==> src/rtl/aes_pkg.sv <==
// -----------------------------------------------------------------------------
// aes_pkg
//   Shared definitions for the round-key store:
//   - RK_W        : width of one AES round key (always 128 bits)
//   - rk_state_e  : controller states of roundkey_store
//   - nk_of()     : number of round keys for a given AES key length
//                   (128 -> 11, 192 -> 13, 256 -> 15)
// -----------------------------------------------------------------------------
package aes_pkg;

  localparam int RK_W = 128;

  typedef enum logic [1:0] {
    IDLE   = 2'd0,  // nothing stored
    FILL   = 2'd1,  // collecting round keys from the expansion stage
    LOADED = 2'd2,  // full key schedule held, waiting for a playback request
    PLAY   = 2'd3   // presenting keys to the consumer
  } rk_state_e;

  // Round-key count per key length. Anything other than 192/256 is treated
  // as AES-128 so an unexpected parameter still gives a sane schedule size.
  function automatic int nk_of(input int k);
    case (k)
      192:     return 13;
      256:     return 15;
      default: return 11;
    endcase
  endfunction

endpackage

==> src/rtl/rk_regfile.sv <==
// -----------------------------------------------------------------------------
// rk_regfile
//   NK x W register file holding an expanded AES key schedule.
//   One synchronous write port, one registered read port (read data appears
//   the cycle after the address is presented).
//
// Ports
//   clk      in   system clock
//   rst_n    in   async active-low reset; clears the read register only,
//                 the key storage itself is not reset
//   we       in   write enable
//   wr_addr  in   write slot
//   wr_data  in   key to store
//   rd_addr  in   read slot, sampled on the rising edge
//   rd_data  out  registered read data
// -----------------------------------------------------------------------------
module rk_regfile #(
  parameter int NK = 11,
  parameter int W  = 128,
  parameter int AW = $clog2(NK)
) (
  input  logic          clk,
  input  logic          rst_n,
  input  logic          we,
  input  logic [AW-1:0] wr_addr,
  input  logic [W-1:0]  wr_data,
  input  logic [AW-1:0] rd_addr,
  output logic [W-1:0]  rd_data
);

  logic [W-1:0] mem_q [NK];
  logic [W-1:0] rd_data_q, rd_data_d;

  // Storage has no reset: a flushed or reset schedule is simply overwritten
  // by the next fill before it can be read.
  always_ff @(posedge clk) begin
    if (we) mem_q[wr_addr] <= wr_data;
  end

  always_comb begin
    rd_data_d = mem_q[rd_addr];
  end

  always_ff @(posedge clk or negedge rst_n) begin
    if (!rst_n) rd_data_q <= '0;
    else        rd_data_q <= rd_data_d;
  end

  assign rd_data = rd_data_q;

endmodule

==> src/rtl/roundkey_store.sv <==
// -----------------------------------------------------------------------------
// roundkey_store
//   Captures the NK round keys produced by a key-expansion stage and plays
//   them back, forward or reverse, to a consumer over a valid/ready handshake.
//   The schedule is retained after playback so it can be replayed.
//
// Ports
//   clk         in   system clock
//   reset       in   async active-low reset
//   clr         in   synchronous flush, overrides every other input
//   load_valid  in   roundKey carries the next expanded key
//   roundKey    in   128-bit round key
//   rd_start    in   start a playback (only honoured when the schedule is full)
//   rd_dir      in   playback order, sampled with rd_start (0 = up, 1 = down)
//   rd_ready    in   consumer accepts rk_out
//   rk_valid    out  rk_out is valid
//   rk_out      out  presented round key (0 when rk_valid = 0)
//   rk_last     out  rk_out is the final key of this playback
//   full        out  all NK keys are stored
//   err         out  sticky protocol error (load while full, start when not full)
// -----------------------------------------------------------------------------
module roundkey_store
  import aes_pkg::*;
#(
  parameter int K = 128
) (
  input  logic            clk,
  input  logic            reset,
  input  logic            clr,
  input  logic            load_valid,
  input  logic [RK_W-1:0] roundKey,
  input  logic            rd_start,
  input  logic            rd_dir,
  input  logic            rd_ready,
  output logic            rk_valid,
  output logic [RK_W-1:0] rk_out,
  output logic            rk_last,
  output logic            full,
  output logic            err
);

  localparam int NK = nk_of(K);
  localparam int PW = $clog2(NK);
  localparam logic [PW-1:0] LAST_IDX = PW'(NK - 1);

  rk_state_e     state_q, state_d;
  logic [PW-1:0] wr_ptr_q, wr_ptr_d;
  logic [PW-1:0] rd_ptr_q, rd_ptr_d;
  logic          dir_q, dir_d;
  logic          full_q, full_d;
  logic          err_q, err_d;
  logic          rk_valid_q, rk_valid_d;
  logic          rk_last_q, rk_last_d;

  logic            we;
  logic [PW-1:0]   wr_addr;
  logic            hs;
  logic            at_end;
  logic [PW-1:0]   end_idx_d;
  logic [RK_W-1:0] rd_data;

  // ---------------------------------------------------------------------------
  // Next-state logic
  // ---------------------------------------------------------------------------
  always_comb begin
    state_d  = state_q;
    wr_ptr_d = wr_ptr_q;
    rd_ptr_d = rd_ptr_q;
    dir_d    = dir_q;
    full_d   = full_q;
    err_d    = err_q;
    we       = 1'b0;
    wr_addr  = wr_ptr_q;
    hs       = rk_valid_q & rd_ready;
    // Pointer already sits on the final key of the current direction.
    at_end   = dir_q ? (rd_ptr_q == '0) : (rd_ptr_q == LAST_IDX);

    if (clr) begin
      state_d  = IDLE;
      wr_ptr_d = '0;
      rd_ptr_d = '0;
      dir_d    = 1'b0;
      full_d   = 1'b0;
      err_d    = 1'b0;
    end else begin
      case (state_q)
        IDLE: begin
          if (load_valid) begin
            we       = 1'b1;
            wr_addr  = '0;
            wr_ptr_d = PW'(1);
            state_d  = FILL;
          end
          if (rd_start) err_d = 1'b1;
        end

        FILL: begin
          if (load_valid) begin
            we = 1'b1;
            // The write to the final slot completes the schedule; the write
            // pointer parks there rather than wrapping.
            if (wr_ptr_q == LAST_IDX) begin
              state_d = LOADED;
              full_d  = 1'b1;
            end else begin
              wr_ptr_d = wr_ptr_q + 1'b1;
            end
          end
          if (rd_start) err_d = 1'b1;
        end

        LOADED: begin
          if (load_valid) err_d = 1'b1;
          if (rd_start) begin
            state_d  = PLAY;
            dir_d    = rd_dir;
            rd_ptr_d = rd_dir ? LAST_IDX : '0;
          end
        end

        PLAY: begin
          if (load_valid || rd_start) err_d = 1'b1;
          if (hs) begin
            // Accepting the final key ends playback; the pointer stays put.
            if (at_end)     state_d  = LOADED;
            else if (dir_q) rd_ptr_d = rd_ptr_q - 1'b1;
            else            rd_ptr_d = rd_ptr_q + 1'b1;
          end
        end

        default: state_d = IDLE;
      endcase
    end

    // Outputs are registered from the next state so they line up with the
    // registered read port, which is addressed with rd_ptr_d.
    end_idx_d  = dir_d ? '0 : LAST_IDX;
    rk_valid_d = (state_d == PLAY);
    rk_last_d  = (state_d == PLAY) && (rd_ptr_d == end_idx_d);
  end

  // ---------------------------------------------------------------------------
  // State registers
  // ---------------------------------------------------------------------------
  always_ff @(posedge clk or negedge reset) begin
    if (!reset) begin
      state_q    <= IDLE;
      wr_ptr_q   <= '0;
      rd_ptr_q   <= '0;
      dir_q      <= 1'b0;
      full_q     <= 1'b0;
      err_q      <= 1'b0;
      rk_valid_q <= 1'b0;
      rk_last_q  <= 1'b0;
    end else begin
      state_q    <= state_d;
      wr_ptr_q   <= wr_ptr_d;
      rd_ptr_q   <= rd_ptr_d;
      dir_q      <= dir_d;
      full_q     <= full_d;
      err_q      <= err_d;
      rk_valid_q <= rk_valid_d;
      rk_last_q  <= rk_last_d;
    end
  end

  // ---------------------------------------------------------------------------
  // Key storage
  // ---------------------------------------------------------------------------
  rk_regfile #(
    .NK (NK),
    .W  (RK_W),
    .AW (PW)
  ) u_regfile (
    .clk     (clk),
    .rst_n   (reset),
    .we      (we),
    .wr_addr (wr_addr),
    .wr_data (roundKey),
    .rd_addr (rd_ptr_d),
    .rd_data (rd_data)
  );

  // Gate the read data so the bus is quiet outside playback (the read
  // register keeps following rd_ptr_d even when nothing is presented).
  assign rk_valid = rk_valid_q;
  assign rk_out   = rk_valid_q ? rd_data : '0;
  assign rk_last  = rk_last_q;
  assign full     = full_q;
  assign err      = err_q;

endmodule

==> config.mk <==
export PLATFORM = sky130hd
export DESIGN_NAME = roundkey_store
export DESIGN_NICKNAME = d
export VERILOG_FILES = /design/src/rtl/aes_pkg.sv /design/src/rtl/rk_regfile.sv /design/src/rtl/roundkey_store.sv
export SDC_FILE = /design/constraint.sdc
export NUM_CORES = 2
export LEC_CHECK = 0
export CAP_MARGIN = 20
export CORE_ASPECT_RATIO = 0.9
export CORE_MARGIN = 2
export CORE_UTILIZATION = 50
export DETAILED_ROUTE_END_ITERATION = 8
export GPL_ROUTABILITY_DRIVEN = 0
export HOLD_SLACK_MARGIN = 0.06
export PLACE_DENSITY_LB_ADDON = 0.25
export SYNTH_ARGS = -nofsm -noshare
export SYNTH_HDL_FRONTEND = slang
export SYNTH_SLANG_ARGS = --single-unit
==> constraint.sdc <==
create_clock -name clk -period 15.6 [get_ports clk]
set_input_delay 2.34 -clock clk [delete_from_list [all_inputs] [get_ports clk]]
set_output_delay 2.34 -clock clk [all_outputs]
set_load 0.005 [all_outputs]
# ---- After elaboration in Yosys (flattened, before gate mapping)
# Memories as Yosys holds them, arrays and structs flattened. A register that Yosys moved wholly into a read port is not among the register bits.
# Cells that the tools add are included.
dict set report totals {
  mem_bits_rw 1408
  elab_cells 82
  mem_count 1
  register_bits 15
}
dict set report classes {
  n_addsub 3
  eq_ne 13
  bitwise_logic 1
  reduce_logical 13
  n_mux 43
}
# memory words word_bits read_ports rd_clocked_by_memory_dff write_ports line_no
set mem_list {}
lappend mem_list {u_regfile.mem_q 11 128 1 1 1 rk_regfile.sv:31} ;# logic [W-1:0] mem_q [NK];
# operator count
set ops {}
lappend ops {{128-bit 2-to-1 mux} 1}
lappend ops {{4-bit 2-to-1 mux} 14}
lappend ops {{1-bit 2-to-1 mux} 17}
lappend ops {{4-bit case mux with 2 select lines} 2}
lappend ops {{3-bit inequality test (second input constant)} 5}
lappend ops {{2-bit 2-to-1 mux} 7}
lappend ops {{4-bit by 1-bit adder with 4-bit output (second input constant)} 2}
lappend ops {{4-bit equality test (second input constant)} 2}
lappend ops {{2-bit case mux with 4 select lines} 1}
lappend ops {{2-bit equality test (second input constant)} 3}
lappend ops {{3-bit AND reduction} 2}
lappend ops {{2-bit nonzero test} 3}
lappend ops {{4-bit equality test} 1}
lappend ops {{4-bit zero test} 1}
lappend ops {{4-bit AND reduction} 1}
lappend ops {{4-bit by 1-bit subtractor with 4-bit output (second input constant)} 1}
lappend ops {{3-bit by 1-bit inequality test with 1-bit output (second input constant)} 1}
lappend ops {{1-bit case mux with 3 select lines} 1}
lappend ops {{3-bit nonzero test} 1}
lappend ops {{2-bit by 1-bit equality test with 1-bit output (second input constant)} 1}
lappend ops {{2-bit zero test} 1}
lappend ops {{2-bit OR reduction} 1}
lappend ops {{1-bit bitwise AND} 1}
lappend ops {{1-bit logical AND} 1}
lappend ops {{other kinds (2)} 2}

# ---- Longest topological paths before layout
dict set report logic_depth {
  word_depth 8
  mapped_depth 13
  mapped_depth_nobuf 9
}

# ---- By module
# Synthesis repeated with hierarchy kept, for this count alone.
dict set report unflattened {
  hier_cells 3275
  area_unflattened_um2 59961.3
}
# module n_inst area_per_inst_um2 cells_each
set by_module_without_submodules {}
lappend by_module_without_submodules {rk_regfile 1 58103.2 3021}
lappend by_module_without_submodules {roundkey_store 1 1858.0 254}

# ---- Worst setup path before layout
# Ideal clock, no wire load.
dict set report synth_timing {
  path_kind {input port to flip-flop}
  start {input clr}
  end {memory u_regfile.mem_q[4][0] (enable)}
  path_stages 4
  path_buffers 1
  required_time_ns 14.627
  arrival_time_ns 16.272
  setup_slack_ns -1.645
  path_cell_list {clkbuf_1 -> or3_1 -> nor2_1 -> nor4b_1}
}
dict set report synth_between {
  elab_chain_len 3
  word_cells_on_any_way 4
}
# element line_no
set synth_rtl {}
lappend synth_rtl {{start: declaration} roundkey_store.sv:29} ;# input logic clr,
lappend synth_rtl {{1-bit 2-to-1 mux} roundkey_store.sv:78} ;# if (clr) begin
lappend synth_rtl {{1-bit 2-to-1 mux} rk_regfile.sv:37} ;# if (we) mem_q[wr_addr] <= wr_data;
lappend synth_rtl {{1-bit 2-to-1 mux (implied by the code)} rk_regfile.sv:37}
lappend synth_rtl {{end: declaration} rk_regfile.sv:31}
# Several ways; a longest one is shown, not always the timed one.

# ---- Final worst setup path
dict set report layout_timing {
  start {input clr}
  end {register u_regfile.rd_data_q[40], in the netlist u_regfile.rd_data[40], read port of u_regfile.mem_q}
}
dict set report layout_between {
  elab_chain_len 1
}
# element line_no
set layout_rtl {}
lappend layout_rtl {{4-bit 2-to-1 mux} roundkey_store.sv:78}
lappend layout_rtl {{end: declaration} rk_regfile.sv:32} ;# logic [W-1:0] rd_data_q, rd_data_d;
# Every way passes these cells.
# A chain may end at the register's enable or synchronous reset.

==> run metrics <==
initial drt markers 3,280; gr ovfl total 0; RSZ-0062 raised after global routing false; R2R Path End u_regfile.rd_data[40]$_DFF_PN0_; Initial Util 0.505; max-slew violations 0; 1st-pass router iterations 5; Worst Skew 26.5 ps; gr usage total 0.235; wire length per cell 25.5 um; flops & latches, synth 1,551; Hold Slack 534 ps; full die area 121,000 sq um; crit start category input pin; wire length on met3 9.51 mm; CP Class in2reg; DR WL met2 70.5 mm; maximum VDD drop 0.107 mV; placed cell areas 63,300 sq um; list of most frequent post-synthesis cells edfxtp_1 (1,408), nand2_1 (518), a21oi_1 (391), mux2i_1 (258), a221oi_1 (257); top_reg_cell synth edfxtp_1; Worst-path clk slew 60 ps; Leak 0.0235 uW; Inserted Clock Buffers 154; FF-to-FF path depth 9; Post-route DRC 0; Tmin final 6820 ps; Final Instance Area 68,200 sq um; worst hold start err$_DFFE_PN0P_; post-synthesis cell type count 43; Arr. time, crit path 7460 ps; Max Clk Rate 0.147 GHz; die width 367 um; CTS Buffer Depth 3; Layout Nets 4,058; row count 119; largest net degree at the start of global routing 195; core area 117,000 sq um; clk sink count 1,551; Worst Path Required 16,240 ps; vias per cell 5.96; Setup TNS 0 ps; Setup Fix Bufs, Post-CTS 0; initial antenna violation count 25; PortBufs 266; Hold Crit Depth 2; buffer type at the clock tree root clkbuf_16; Worst setup EP type register; synthesized instance count 3,717; met1 WL 60.6 mm; Crit path largest cell delay 960 ps; cell accounting for the most synthesized area edfxtp_1; max_slew headroom 0.222; remaining antenna violation count 0; Worst Path Max Fanout 194; hold_buf cts 0; final total power 8280 uW; Min-Delay Endpoint err$_DFFE_PN0P_; setup violators final 0; first-pass GRT wire length 212 mm; status completed; Die Y 330 um; clock latency on the worst-skew pair 780 ps; CTS tree built; period utilization 0.437; Post-Syn Area 59,200 sq um; Max-Cap Viols 0; Worst-Margin Slew 1170 ps; crit path cell chain clkdlybuf4s50_1 -> a21oi_1 -> nand3_4 -> inv_8 -> buf_12 -> buf_4 -> mux2i_1 -> a221oi_1 -> o31a_1; Worst R2R Start rk_valid$_DFF_PN0_; flop2flop setup slack 9800 ps; share of the synthesized area in the top cell type 0.714; dpl hpwl 67.7 mm; uppermost routed layer met5; syn avg cell area 15.9 sq um; vias post-DR 33,600; vias in the first global route 33,200; Boundary Pins 267; net count after synthesis 3,857; Final Hold Fails 0; sequential area share after synthesis 0.775; PwrDens 121 nW/um^2; total wire length 144 mm; share of layout cells above drive strength 1 0.0700; H-tree level count 4; slowest CP cell buf_4; synth top area cells edfxtp_1 (71%), dfrtp_1 (6.0%), mux2i_1 (4.4%), a221oi_1 (3.8%), a21oi_1 (3.3%); Hold Crit Class reg2reg; Ys Warns 0; most numerous cell in the Yosys netlist edfxtp_1; P&R area growth vs syn 15.2%; Post-synth EDFFs 1,408; Finished Core Util 0.582; FFs w/ async S/R, synth 0.0922; cts repair resizes 0
[cell usage in the layout, fill, tap and decap left out, drive strengths merged, types with 2 or more instances in the layout]
master,n
edfxtp,1408
nand2,518
a21oi,391
clkdlybuf4s50,265
mux2i,258
a221oi,257
clkbuf,227
dfrtp,143
o211ai,129
o31a,128
and2,128
buf,53
clkinv,42
nor2,16
inv,16
diode,13
nor3,8
o21ai,7
bufinv,6
nand3,6
nand3b,5
ha,4
or3,3
or2,2
o21a,2
a31oi,2
or4,2
nand2b,2
clkinvlp,2
nor4b,2
[per-layer routing]
layer | GRT usage | vias to the layer above
met2 | 0.388 | 1114
met5 | 0 | -
li1 | - | 14900
met3 | 0.0441 | 227
met4 | 0.0749 | 28
met1 | 0.319 | 17300
[how the worst max path moves through the flow]
stage	startpoint	endpoint	cells after the start
after floorplan	clr	u_regfile.mem_q[1][0]$_DFFE_PP_	4
after global placement	clr	u_regfile.rd_data[71]$_DFF_PN0_	9
after detailed placement	clr	u_regfile.rd_data[102]$_DFF_PN0_	9
after CTS	clr	u_regfile.rd_data[40]$_DFF_PN0_	9
after global routing	rd_start	u_regfile.rd_data[40]$_DFF_PN0_	10
final	clr	u_regfile.rd_data[40]$_DFF_PN0_	9
[cells by family (layout without fill, tap and decap cells)]
logic type               after synthesis  in the layout  share of synthesized area
flip-flops                          1551           1551                      0.775
AO/OA/AOI/OAI                        921            921                      0.108
adder cells (fa/ha/maj)                5              5                    0.00118
AND/OR/NAND/NOR                      697            697                     0.0512
multiplexers                         258            258                     0.0436
XOR/XNOR                               2              2                   0.000296
other                                  0             13                          0
buffers and inverters                283            611                     0.0207
[report_power, final]
group / switching, uW / total (uW) / internal, uW
registers: 12.5 / 4590 / 4570
clock network: 1500 / 3550 / 2050
logic: 91.3 / 143 / 52.1
total: 1610 / 8280 / 6670
[layout make-up]
type | instances | area [sq um]
fillers | 8904 | 49000
flip-flops and latches | 1551 | 45900
multi-input cells | 1883 | 12200
clock buffers | 226 | 4390
repair buffers | 319 | 3200
well taps | 1573 | 1970
clock inverters | 57 | 449
inverters | 9 | 51.3
diodes | 13 | 32.5
[critical path, delay by kind of cell]
kind                   cells  cell delay, ps
muxes                      1             290
AOI/OAI and AO/OA          3             820
buffers and inverters      4            3090
and+or+nand+nor            1             600
[registers in the layout, indices dropped and copies added, names as in the netlist]
name	cells
full	1
rk_last	1
u_regfile.rd_data	128
state_q	2
rd_ptr_q	4
rk_valid	1
wr_ptr_q	4
dir_q	1
err	1
u_regfile.mem_q	1408
[through the flow]
step / setup WS [ps] / std cells
2_1_floorplan: 2760 / 3717
3_3_place_gp: 8190 / 5334
3_5_place_dp: 8040 / 5334
4_1_cts: 8870 / 5617
5_1_grt: 8470 / 5625
6_report: 8780 / 5631
Power figures use the tool's default switching activity.
